## src/rtl/stream_sink_fifo.sv

```systemverilog
// Terminal sink for a valid-tagged stream: buffers samples in a circular store and serves host reads with 1-cycle latency.
// No backpressure upstream, so samples arriving when full are dropped, counted and flagged sticky.
module stream_sink_fifo #(
   parameter int N         = 16,
   parameter int DEPTH     = 16,
   parameter int FRAME_LEN = 8
) (
   input  logic                       CLK,
   input  logic                       RST,
   input  logic                       EN,
   input  logic                       R_IN,
   input  logic [N-1:0]               D_IN,
   input  logic                       CLR,
   input  logic                       RD_EN,
   output logic                       R_OUT,
   output logic [N-1:0]               D_OUT,
   output logic [$clog2(DEPTH):0]     COUNT,
   output logic                       EMPTY,
   output logic                       FULL,
   output logic                       DONE,
   output logic                       OVF,
   output logic [15:0]                DROP_CNT
);

   localparam int AW = $clog2(DEPTH);
   localparam logic [AW:0] C_DEPTH     = DEPTH[AW:0];
   localparam logic [15:0] C_FRAME_LEN = FRAME_LEN[15:0];

   logic [N-1:0]  r_mem [DEPTH];
   logic [AW-1:0] r_wr_ptr;
   logic [AW-1:0] r_rd_ptr;
   logic [AW:0]   r_count;
   logic          r_empty;
   logic          r_full;
   logic          r_rout;
   logic [N-1:0]  r_dout;
   logic [15:0]   r_acc;
   logic          r_done;
   logic          r_ovf;
   logic [15:0]   r_drop;

   logic          w_clr;
   logic          w_pop;
   logic          w_push;
   logic          w_drop;
   logic [AW:0]   w_count_nxt;

   assign w_clr  = RST | CLR;
   assign w_pop  = RD_EN & ~r_empty;
   // A pop in the same cycle frees the slot, so a full buffer still accepts.
   assign w_push = EN & R_IN & (~r_full | w_pop);
   assign w_drop = EN & R_IN & r_full & ~w_pop;

   always_comb begin
      w_count_nxt = r_count;
      case ({w_push, w_pop})
         2'b10:   w_count_nxt = r_count + 1'b1;
         2'b01:   w_count_nxt = r_count - 1'b1;
         default: w_count_nxt = r_count;
      endcase
   end

   always_ff @(posedge CLK) begin
      if (w_push && !w_clr) begin
         r_mem[r_wr_ptr] <= D_IN;
      end
   end

   always_ff @(posedge CLK) begin
      if (w_clr) begin
         r_wr_ptr <= '0;
         r_rd_ptr <= '0;
         r_count  <= '0;
         r_empty  <= 1'b1;
         r_full   <= 1'b0;
         r_rout   <= 1'b0;
         r_dout   <= '0;
      end else begin
         if (w_push) begin
            r_wr_ptr <= r_wr_ptr + 1'b1;
         end
         r_rout <= w_pop;
         if (w_pop) begin
            r_dout   <= r_mem[r_rd_ptr];
            r_rd_ptr <= r_rd_ptr + 1'b1;
         end
         r_count <= w_count_nxt;
         r_empty <= (w_count_nxt == '0);
         r_full  <= (w_count_nxt == C_DEPTH);
      end
   end

   always_ff @(posedge CLK) begin
      if (w_clr) begin
         r_acc  <= '0;
         r_done <= 1'b0;
         r_ovf  <= 1'b0;
         r_drop <= '0;
      end else begin
         if (w_push) begin
            if (r_acc != 16'hFFFF) begin
               r_acc <= r_acc + 16'd1;
            end
            if (r_acc + 16'd1 == C_FRAME_LEN) begin
               r_done <= 1'b1;
            end
         end
         if (w_drop) begin
            r_ovf <= 1'b1;
            if (r_drop != 16'hFFFF) begin
               r_drop <= r_drop + 16'd1;
            end
         end
      end
   end

   assign R_OUT    = r_rout;
   assign D_OUT    = r_dout;
   assign COUNT    = r_count;
   assign EMPTY    = r_empty;
   assign FULL     = r_full;
   assign DONE     = r_done;
   assign OVF      = r_ovf;
   assign DROP_CNT = r_drop;

endmodule

```

## config.mk

```make
export PLATFORM = sky130hd
export DESIGN_NAME = stream_sink_fifo
export DESIGN_NICKNAME = d
export VERILOG_FILES = /design/src/rtl/stream_sink_fifo.sv
export SDC_FILE = /design/constraint.sdc
export NUM_CORES = 1
export LEC_CHECK = 0
export BUFFER_PORTS_ARGS = -buffer_cell sky130_fd_sc_hd__buf_2
export CELL_PAD_IN_SITES_DETAIL_PLACEMENT = 1
export CELL_PAD_IN_SITES_GLOBAL_PLACEMENT = 1
export CORE_MARGIN = 1
export CORE_UTILIZATION = 27
export CTS_CLUSTER_DIAMETER = 80
export DETAILED_ROUTE_END_ITERATION = 16
export PLACE_DENSITY_LB_ADDON = 0.1
export SLEW_MARGIN = 15
export SYNTH_ARGS = -nofsm -noshare
export SYNTH_HDL_FRONTEND = slang
export SYNTH_SLANG_ARGS = --single-unit
```

## constraint.sdc

```tcl
create_clock -name CLK -period 6.1 [get_ports CLK]
set_input_delay 0.305 -clock CLK [delete_from_list [all_inputs] [get_ports CLK]]
set_output_delay 0.305 -clock CLK [all_outputs]
set_load 0.05 [all_outputs]
```

==> out/metrics.csv <==
stage;metric;value;unit
worst_hold_path;Hold/Removal Path Class;input port to flip-flop;
detailed_routing;final WL;32600;um
critical_path;Setup Crit Path Kind;flip-flop to flip-flop;
synthesis;Synth Area per Inst;16.5;um2
pwr;Psw;0.959;mW
detailed_routing;antenna viol nets, final;0;
synthesis;share of the synthesized area in the top cell type;59.8;%
sta;slew margin rel.;22.1;%
sta;f_max;294;MHz
pwr;Pwr Density;310;nW/um2
pwr;Pwr Total;4.69;mW
synthesis;Post-synth EDFFs;256;
synthesis;synthesized instance count;777;
clock_network;TritonCTS Buffers;37;
synthesis;ys async rst share;0;%
detailed_routing;Post-route DRC;6;
critical_path;worst path required time;6.54;ns
critical_path;Worst setup EP type;flip-flop;
placement;gpl congestion;0.741;
sta;RSZ-0062 raised after global routing;no;
clock_network;hold_buf cts;0;
synthesis;mapped cell area;12800;um2
synthesis;area share of fa/ha/maj cells after synthesis;1.07;%
clock_network;Root Buffer;clkbuf_16;
pwr;Max IR drop VDD;198;uV
sta;Final TNS setup;0;ns
detailed_routing;DRT Pass-1 Iters;11;
synthesis;Simple-Gate Fraction of Synth Area;7.22;%
floorplanning;DIE AREA;48500;um2
critical_path;critical-path maximum fanout;13;
sta;period utilization;55.8;%
synthesis;Synth cell types;52;
clock_network;Clock Latency Late Sink;0.54;ns
detailed_routing;DRT iter0 DRCs;463;
floorplanning;die width;220;um
finish;share of cells above drive strength 1;25.4;%
grt;global router's overall resource usage;14.0;%
floorplanning;die height;220;um
finish;nets;883;
critical_path;cell depth of the worst flop-to-flop path;10;
pwr;static leakage;4.80;nW
grt;first-pass GRT wire length;49900;um
sta;Slew @ Worst Pin;1.17;ns
sta;Fin Hold WS;0.135;ns
pwr;Switching Share;20.5;%
pwr;clock group share of total power;47.4;%
sta;Fin Clk Skew;0.0198;ns
critical_path;Startpoint Class;flip-flop;
pwr;sequential share of power;50.7;%
pwr;Gate power share;2.0;%
detailed_routing;via/cell ratio;4.80;
placement;post-detail-place hpwl;20600;um
grt;total congestion overflow;0;
job;Max-cap violations;0;
detailed_routing;total number of vias;7130;
sta;fin crit period;3.40;ns
sta;Final Setup Violations;0;
clock_network;CTS tree;built;
outcome;outcome;complete, but fails checks;
pwr;cell-internal power;3.73;mW
synthesis;Synth area leader;edfxtp_1;
finish;Area growth syn-to-layout;17.8;%
synthesis;post-synthesis mux area share;11.5;%
detailed_routing;wire per inst;22.0;um
finish;fillers;4808;
synthesis;largest family of logic cells by synthesized area;multiplexers;
synthesis;top post-synthesis cells by count;edfxtp_1 (256), dfxtp_1 (66), mux4_2 (64);
synthesis;count leader, synth;edfxtp_1;
outcome;failing checks;DRC;
worst_hold_path;hold path depth;3;
grt;number of global-route vias before repair;7850;
synthesis;synth top area cells;edfxtp_1 (60%), mux4_2 (11%), dfxtp_1 (10%);
synthesis;YS warnings;0;
sta;Hold Violations, Final;0;
floorplanning;Core Area;46800;um2
floorplanning;row cnt;79;
synthesis;post-synthesis compound-gate area fraction;5.51;%
clock_network;clock tree buffer depth;3;
synthesis;register area share after synthesis;70.1;%
grt;largest net degree at the start of global routing;51;
clock_network;number of setup buffers added after CTS;0;
finish;diode count;0;
clock_network;H-tree levels;2;
synthesis;Yosys reg bits;322;
synthesis;xor/xnor share of the synthesized area;2.66;%
critical_path;arrival time at the worst endpoint;3.84;ns
synthesis;syn nets;810;
sta;Slew Viols, Final;0;
clock_network;CTS sink cnt;322;
grt;initial antenna violation count;0;
synthesis;Top FF cell, synth;edfxtp_1;
clock_network;Worst-path clk slew;0.06;ns
placement;port bufs;63;
floorplanning;Initial Utilization;27.5;%
floorplanning;IO Pins;64;
clock_network;post-CTS sizing;0;
==> metal layers <==
metal / up-vias / part of all wire (%) / wire, um / track usage [%]
met5: - / 0 / 0 / 0
met4: 0 / 2.0 / 636 / 3.95
met3: 40 / 4.0 / 1320 / 2.34
met1: 3720 / 46 / 15000 / 18.6
met2: 148 / 48 / 15700 / 23.4
li1: 3222 / - / - / -
==> state kept, by name (all words and copies together), names as in the netlist, 4 cells and up <==
signal,count
DROP_CNT,16
r_rd_ptr,4
D_OUT,16
r_mem,256
COUNT,5
r_wr_ptr,4
r_acc,16
==> final timing paths <==
path | from | endpoint | slack (ns)
worst max register to register | EMPTY | FULL | 2.70
worst max-delay path | EMPTY | FULL | 2.70
worst min register to register | D_OUT[4] | D_OUT[4] | 0.45
worst min-delay path | RST | EMPTY | 0.13
==> cell usage in the layout, fill, tap and decap left out, types with 4 or more instances in the layout <==
cell type and instances:
mux2i_1 4, edfxtp_1 256, bufinv_16 5, nor2_1 50, buf_4 14, nor4_1 9
clkinv_1 7, a2111oi_0 4, nor3b_1 5, o21ai_0 21, nand2_1 48, xnor2_1 27
nor3_2 4, mux4_2 64, a21oi_1 10, nand3_1 12, nor2_2 7, inv_1 12
clkinv_2 5, a211oi_1 6, buf_2 63, nand4_1 5, or3_1 4, clkbuf_1 6
xor2_1 12, a22o_1 17, ha_1 11, a221oi_1 16, dfxtp_1 64, clkbuf_16 37
and4_1 6, nor3_1 7
==> per-stage QoR <==
step / util, % / std cells / cell area (um2) / setup slack, ns
global route: 32.4 / 1484 / 15100 / 2.26
floorplan: - / 777 / 12800 / 3.12
finish: 32.4 / 1484 / 15100 / 2.70
detailed placement: 29.7 / 1417 / 13900 / 2.67
global placement: 29.7 / 1417 / 13900 / 2.89
CTS: 32.3 / 1483 / 15100 / 2.62
==> power by group through the flow <==
| stage | Clock [mW] | Sequential (mW) | Combinational, mW |
|---|---|---|---|
| global route | 2.37 | 2.37 | 0.102 |
| finish | 2.22 | 2.38 | 0.0919 |
| CTS | 2.30 | 2.38 | 0.0924 |
| global placement | 0 | 2.42 | 0.0883 |
| floorplan | 0 | 2.43 | 0.0370 |
| detailed placement | 0 | 2.42 | 0.0923 |
==> layout make-up <==
cell class	count	area (um2)	area share (%)
clock inverters	23	262	1.73
inverters	13	51.3	0.339
multi-input cells	398	3660	24.2
clock buffers	43	948	6.26
repair buffers	78	448	2.96
flip-flops and latches	322	9010	59.5
well taps	607	759	5.02
==> kinds of logic after synthesis <==
group                      count (synthesis)
DFF                                      322
and+or+nand+nor                          186
AOI/OAI and AO/OA                         94
muxes                                     68
buffers and inverters                     57
xor gates and xnor gates                  39
adders and majority gates                 11
==> worst max-delay path, stage by stage, from the launching register on <==
cell	delay, ns
dfxtp_1	0.30
nand2b_1	0.28
a21oi_2	0.45
inv_1	0.36
ha_1	0.40
xor2_1	0.20
ha_1	0.21
inv_1	0.06
o41ai_1	0.60
xnor2_1	0.20
nor4_1	0.24
Power figures use the tool's default switching activity.
